### src/rtl/gpio_in_capture_if.sv
// CPU-side word-select bus between the GPIO read mux and gpio_in_capture.
// The CPU drives A/WE/WD; the capture block returns RD and irq.
interface gpio_in_capture_if #(
  parameter int WIDTH = 32
);
  logic [1:0]       A;
  logic             WE;
  logic [WIDTH-1:0] WD;
  logic [WIDTH-1:0] RD;
  logic             irq;

  modport master (output A, output WE, output WD, input RD, input irq);
  modport slave  (input A, input WE, input WD, output RD, output irq);
endinterface

### src/rtl/gpio_in_capture.sv
// Two-port GPIO input capture: 2-flop synchronizer, whole-word stability filter,
// sticky write-1-to-clear rising-edge status and a level interrupt.
module gpio_in_capture #(
  parameter int WIDTH     = 32,
  parameter int DB_CYCLES = 4
) (
  input  logic                clk,
  input  logic                rst,
  gpio_in_capture_if.slave    bus,
  input  logic [WIDTH-1:0]    gpI1,
  input  logic [WIDTH-1:0]    gpI2
);

  localparam logic [7:0] DB_C = 8'(DB_CYCLES);

  // Index 0 is port 1, index 1 is port 2.
  logic [1:0][WIDTH-1:0] s1_q, s2_q;
  logic [1:0][WIDTH-1:0] held_q, held_d;
  logic [1:0][7:0]       cnt_q, cnt_d;
  logic [1:0][WIDTH-1:0] filt_q, filt_d;
  logic [1:0][WIDTH-1:0] status_q, status_d;
  logic [1:0][WIDTH-1:0] rise_s, clr_s;
  logic [WIDTH-1:0]      rd_s;

  always_comb begin
    held_d   = held_q;
    cnt_d    = cnt_q;
    filt_d   = filt_q;
    status_d = status_q;
    rise_s   = '0;
    clr_s    = '0;
    for (int p = 0; p < 2; p++) begin
      // Any movement of the synchronized word restarts qualification.
      if (s2_q[p] != held_q[p]) begin
        held_d[p] = s2_q[p];
        cnt_d[p]  = 8'd1;
      end else if (cnt_q[p] < DB_C) begin
        cnt_d[p]  = cnt_q[p] + 8'd1;
      end else begin
        cnt_d[p]  = cnt_q[p];
      end

      if ((cnt_q[p] == DB_C) && (held_q[p] != filt_q[p])) begin
        filt_d[p] = held_q[p];
        rise_s[p] = held_q[p] & ~filt_q[p];
      end else begin
        filt_d[p] = filt_q[p];
        rise_s[p] = '0;
      end

      if (bus.WE && bus.A[1] && (bus.A[0] == 1'(p))) begin
        clr_s[p] = bus.WD;
      end else begin
        clr_s[p] = '0;
      end

      // A rise on the same edge as a clear wins.
      status_d[p] = (status_q[p] & ~clr_s[p]) | rise_s[p];
    end
  end

  always_ff @(posedge clk or posedge rst) begin
    if (rst) begin
      s1_q     <= '0;
      s2_q     <= '0;
      held_q   <= '0;
      cnt_q    <= '0;
      filt_q   <= '0;
      status_q <= '0;
    end else begin
      s1_q     <= {gpI2, gpI1};
      s2_q     <= s1_q;
      held_q   <= held_d;
      cnt_q    <= cnt_d;
      filt_q   <= filt_d;
      status_q <= status_d;
    end
  end

  always_comb begin
    rd_s = '0;
    case (bus.A)
      2'b00:   rd_s = filt_q[0];
      2'b01:   rd_s = filt_q[1];
      2'b10:   rd_s = status_q[0];
      2'b11:   rd_s = status_q[1];
      default: rd_s = '0;
    endcase
  end

  assign bus.RD  = rd_s;
  assign bus.irq = (|status_q[0]) | (|status_q[1]);

endmodule

### src/flat_wrapper.sv
// flat-port wrapper written by rule: the top's interface ports become plain ports
module gpio_in_capture_flat 
#(
  parameter int WIDTH     = 32,
  parameter int DB_CYCLES = 4
)
  (clk, rst, gpI1, gpI2, bus_A, bus_WE, bus_WD, bus_RD, bus_irq);
  gpio_in_capture_if #(.WIDTH(WIDTH)) bus_i ();
  input  logic clk;
  input  logic rst;
  input  logic [WIDTH-1:0] gpI1;
  input  logic [WIDTH-1:0] gpI2;
  input wire logic [$bits(bus_i.A)-1:0] bus_A;
  input wire logic [$bits(bus_i.WE)-1:0] bus_WE;
  input wire logic [$bits(bus_i.WD)-1:0] bus_WD;
  output wire logic [$bits(bus_i.RD)-1:0] bus_RD;
  output wire logic [$bits(bus_i.irq)-1:0] bus_irq;
  assign bus_i.A = bus_A;
  assign bus_i.WE = bus_WE;
  assign bus_i.WD = bus_WD;
  assign bus_RD = bus_i.RD;
  assign bus_irq = bus_i.irq;
  gpio_in_capture #(.WIDTH(WIDTH), .DB_CYCLES(DB_CYCLES)) u_core (.clk(clk), .rst(rst), .bus(bus_i), .gpI1(gpI1), .gpI2(gpI2));
endmodule
### config.mk
export PLATFORM = sky130hd
export DESIGN_NAME = gpio_in_capture_flat
export DESIGN_NICKNAME = d
export VERILOG_FILES = /design/src/rtl/gpio_in_capture_if.sv /design/src/rtl/gpio_in_capture.sv /design/src/flat_wrapper.sv
export SDC_FILE = /design/constraint.sdc
export NUM_CORES = 1
export LEC_CHECK = 0
export BUFFER_PORTS_ARGS = -buffer_cell sky130_fd_sc_hd__buf_2
export CAP_MARGIN = 5
export CORE_MARGIN = 1
export CORE_UTILIZATION = 30
export CTS_CLUSTER_SIZE = 24
export DETAILED_ROUTE_END_ITERATION = 7
export GPL_ROUTABILITY_DRIVEN = 0
export PLACE_DENSITY = 0.44
export RECOVER_POWER = 100
export SYNTH_ARGS = -nofsm -noshare
export SYNTH_HDL_FRONTEND = slang
export SYNTH_SLANG_ARGS = --single-unit
export TNS_END_PERCENT = 5
### constraint.sdc
create_clock -name clk -period 13.35 [get_ports clk]
set_input_delay 2.67 -clock clk [delete_from_list [all_inputs] [get_ports clk]]
set_output_delay 2.67 -clock clk [all_outputs]
set_load 0.02 [all_outputs]
==> flow_summary_export.csv <==
group,metric,value,unit
outcome,status,"complete, but fails checks",
outcome,violated_checks,"capacitance limit, slew limit",
critical_path,startpoint_of_the_worst_register_to_register_path,"u_core.filt_q[45]",
critical_path,worstPathArrival,5.68,ns
critical_path,biggest_fanout_along_the_worst_timing_path,34,
clocking,hold_buffers,0,
power,p_comb_share,3.9,%
clocking,clock_tree_from_tritoncts,"done",
min_path,hold_start,"u_core.s1_q[35]",
global_routing,grt_pass1_vias,8096,
global_routing,aggregate_global_route_resource_usage,17.0,%
route,drt.antenna.violating_nets,0,
synthesis,netlist_top_cells_area,"sky130_fd_sc_hd__dfrtp_1 (63%), sky130_fd_sc_hd__ha_1 (6.4%), sky130_fd_sc_hd__mux4_2 (5.4%)",
clocking,htree_levels,2,
place,sum_of_net_half_perimeters_after_detailed_placement,27700,um
synthesis,yosys_register_bits,336,
sta,maxSlewViolCount,237,
synthesis,synth_enable_flop_cells,0,
synthesis,synth.net_count,1121,
floorplanning,design.core.area,44100,um^2
global_routing,grt_antenna_before_repair,5,
floorplanning,design.die.area,45500,um^2
sta,number_of_hold_violations_in_the_final_report,0,
critical_path,critical-path-slowest-cell,"sky130_fd_sc_hd__clkbuf_1",
floorplanning,initial_utilization,30.3,%
clocking,cts_resized,0,
critical_path,critical_path_class,"in -> out",
global_routing,grt_max_degree,157,
place,placed_cells_incl_taps,1594,
power,p_clk_share,49.2,%
sta,setup_total_negative_slack,0,ns
synthesis,synthesis.area,13400,um^2
clocking,sink_count_of_the_clock_tree,336,
route,drt-pass1-iter-count,5,
route,drt-total-wl,37300,um
sta,final.setup.worst_slack,5.00,ns
layout,final_layout_size_suffix_gt1_share,22.9,%
critical_path,cp_slowest_stage_delay,1.98,ns
power,vdd_ir_drop_max,67.3,uV
sta,fin_worst_skew,0.0276,ns
synthesis,yosysUniqueCellTypes,26,
route,detail_route.drc_violations,0,
critical_path,crit_required,10.68,ns
floorplanning,design.portCount,134,
power,net-switching-power,501,uW
layout,final_util,35.7,%
synthesis,netlist_top_cells_count,"sky130_fd_sc_hd__dfrtp_1 (336), sky130_fd_sc_hd__clkbuf_1 (76), sky130_fd_sc_hd__inv_1 (69)",
sta,relSlewSlack,-198,%
synthesis,top_cell_type_by_total_area_after_synthesis,"sky130_fd_sc_hd__dfrtp_1",
power,powerDensity,145,nW/um^2
floorplanning,die_y,213,um
sta,period_share,62.6,%
critical_path,critical_path_cell_list,"buf_2 > clkbuf_1 > mux4_2 > clkbuf_1",
power,cellInternalPower,1.78,mW
place,io_buffers,133,
sta,setup_violations,0,
power,power.leakage,7.07,nW
synthesis,synthesis.instances,952,
power,power.share.sequential,46.9,%
floorplanning,chipWidth,213,um
sta,tightest_slew,4.44,ns
layout,flow.area_growth_from_synthesis,17.5,%
synthesis,postSynth.topFlopCell,"sky130_fd_sc_hd__dfrtp_1",
clocking,cts_post_setup_buffers_inserted,0,
route,routed-via-count,7592,
critical_path,cp-startpoint,"bus_A[1]",
min_path,worst_hold_path_type,"reg -> reg",
synthesis,syn_area_per_cell,14.1,um^2
floorplanning,placement_rows,77,
sta,layout_min_cycle_time,8.35,ns
global_routing,grt-ovfl-total,0,
clocking,clk-insertion-delay-late,0.55,ns
clocking,cts.reportedPaths.clkPinSlew,0.05,ns
global_routing,grt_first_pass_wirelength,54500,um
synthesis,ys_seq_area_share,62.8,%
sta,rsz0062_at_grt,"false",
critical_path,worst_setup_path_end_kind,"primary output",
job,drv_cap,4,
route,wl_per_cell,22.5,um
synthesis,yosys.cell_count.top_type,"sky130_fd_sc_hd__dfrtp_1",
synthesis,fraction_of_registers_with_async_set_or_reset_after_synthesis,100,%
critical_path,cp_common_cell,"sky130_fd_sc_hd__clkbuf_1",
route,initialDrtViolationCount,515,
sta,maxClockFrequency,120,MHz
synthesis,syn_warnings,0,
critical_path,timing.critical_path.from_type,"input port",
layout,layout.nets,1211,
route,drt-vias-per-instance,4.57,
clocking,cts_buffers,38,
place,dpl_worst_slack,6.49,ns
clocking,cts_root_buf,"sky130_fd_sc_hd__clkbuf_16",
power,switching_share,21.9,%
synthesis,synth_top_area_share,62.8,%
power,design_power_total,2.29,mW
clocking,cts.path.max_buffers,3,
layout,final_cell_count_no_fill,1662,
cell families (layout without fill, tap and decap cells):
kind of cell,Yosys count,count (layout),synth area share (%)
multiplexers,98,98,10.9
flip-flops,336,336,62.8
XOR/XNOR,66,66,4.32
buffers and inverters,160,277,4.88
AND/OR/NAND/NOR,156,156,6.06
adder cells (fa/ha/maj),68,68,6.35
AO/OA/AOI/OAI,68,68,4.67
other,0,1,0
critical path: cells and delay by family:
| family | cells | cell delay [ns] |
|---|---|---|
| buf+inv | 3 | 2.25 |
| mux | 1 | 0.72 |
worst paths after layout:
path | end | slack (ns) | depth (start not counted)
worst min-delay path | u_core.s2_q[35] | 0.34 | 0
worst min register to register | u_core.s2_q[35] | 0.34 | 0
worst max register to register | u_core.filt_q[53] | 8.77 | 7
worst max-delay path | bus_RD[11] | 5.00 | 4
min in group asynchronous | u_core.s1_q[57] | 3.50 | 2
max in group asynchronous | u_core.status_q[11] | 7.39 | 3
flip-flops by register name (all words and copies together) (netlist names):
register / count
u_core.cnt_q: 16
u_core.filt_q: 64
u_core.held_q: 64
u_core.s1_q: 64
u_core.s2_q: 64
u_core.status_q: 64
final cells by class:
| type | instances | area (um^2) |
|---|---|---|
| multi-input cells | 456 | 4310 |
| repair buffers | 141 | 659 |
| clock buffers | 53 | 1120 |
| clock inverters | 14 | 235 |
| flip-flops and latches | 336 | 8410 |
| well taps | 592 | 741 |
| inverters | 69 | 260 |
| fillers | 4373 | 28400 |
| diodes | 1 | 2.50 |
cells in the final DEF (no fill, tap or decap), drive strengths merged, types with 7 or more instances in the layout:
master,netlist,routed
a22o,64,64
and3,11,11
buf,15,90
clkbuf,76,104
clkinvlp,0,7
dfrtp,336,336
ha,68,68
inv,69,68
mux2,64,64
mux4,32,32
nand2,67,67
nand4,24,24
nor4,36,36
xor2,64,64
layer usage:
layer / share of wire [%] / routed length, um / GRT usage (%) / up-vias
met2: 48 / 18000 / 27.1 / 179
met1: 43 / 16100 / 22.3 / 3868
met4: 3.9 / 1450 / 7.81 / 4
met3: 4.9 / 1830 / 3.46 / 66
li1: - / - / - / 3475
met5: 0.062 / 23 / 0 / -
per-stage QoR:
| step | instance area, um^2 | hold slack (ns) |
|---|---|---|
| floorplan | 13400 | 0.331 |
| global placement | 14500 | 0.332 |
| detailed placement | 14500 | 0.335 |
| CTS | 15800 | 0.347 |
| global route | 15700 | 0.350 |
| finish | 15700 | 0.345 |
power by group through the flow:
stage | clock network, mW | registers, mW | logic (mW)
global placement | 0 | 1.09 | 0.0951
detailed placement | 0 | 1.09 | 0.0947
global route | 1.20 | 1.08 | 0.102
finish | 1.12 | 1.07 | 0.0900
floorplan | 0 | 1.08 | 0.0544
CTS | 1.16 | 1.07 | 0.0952
No activity file was read; power rests on OpenSTA's default activity.
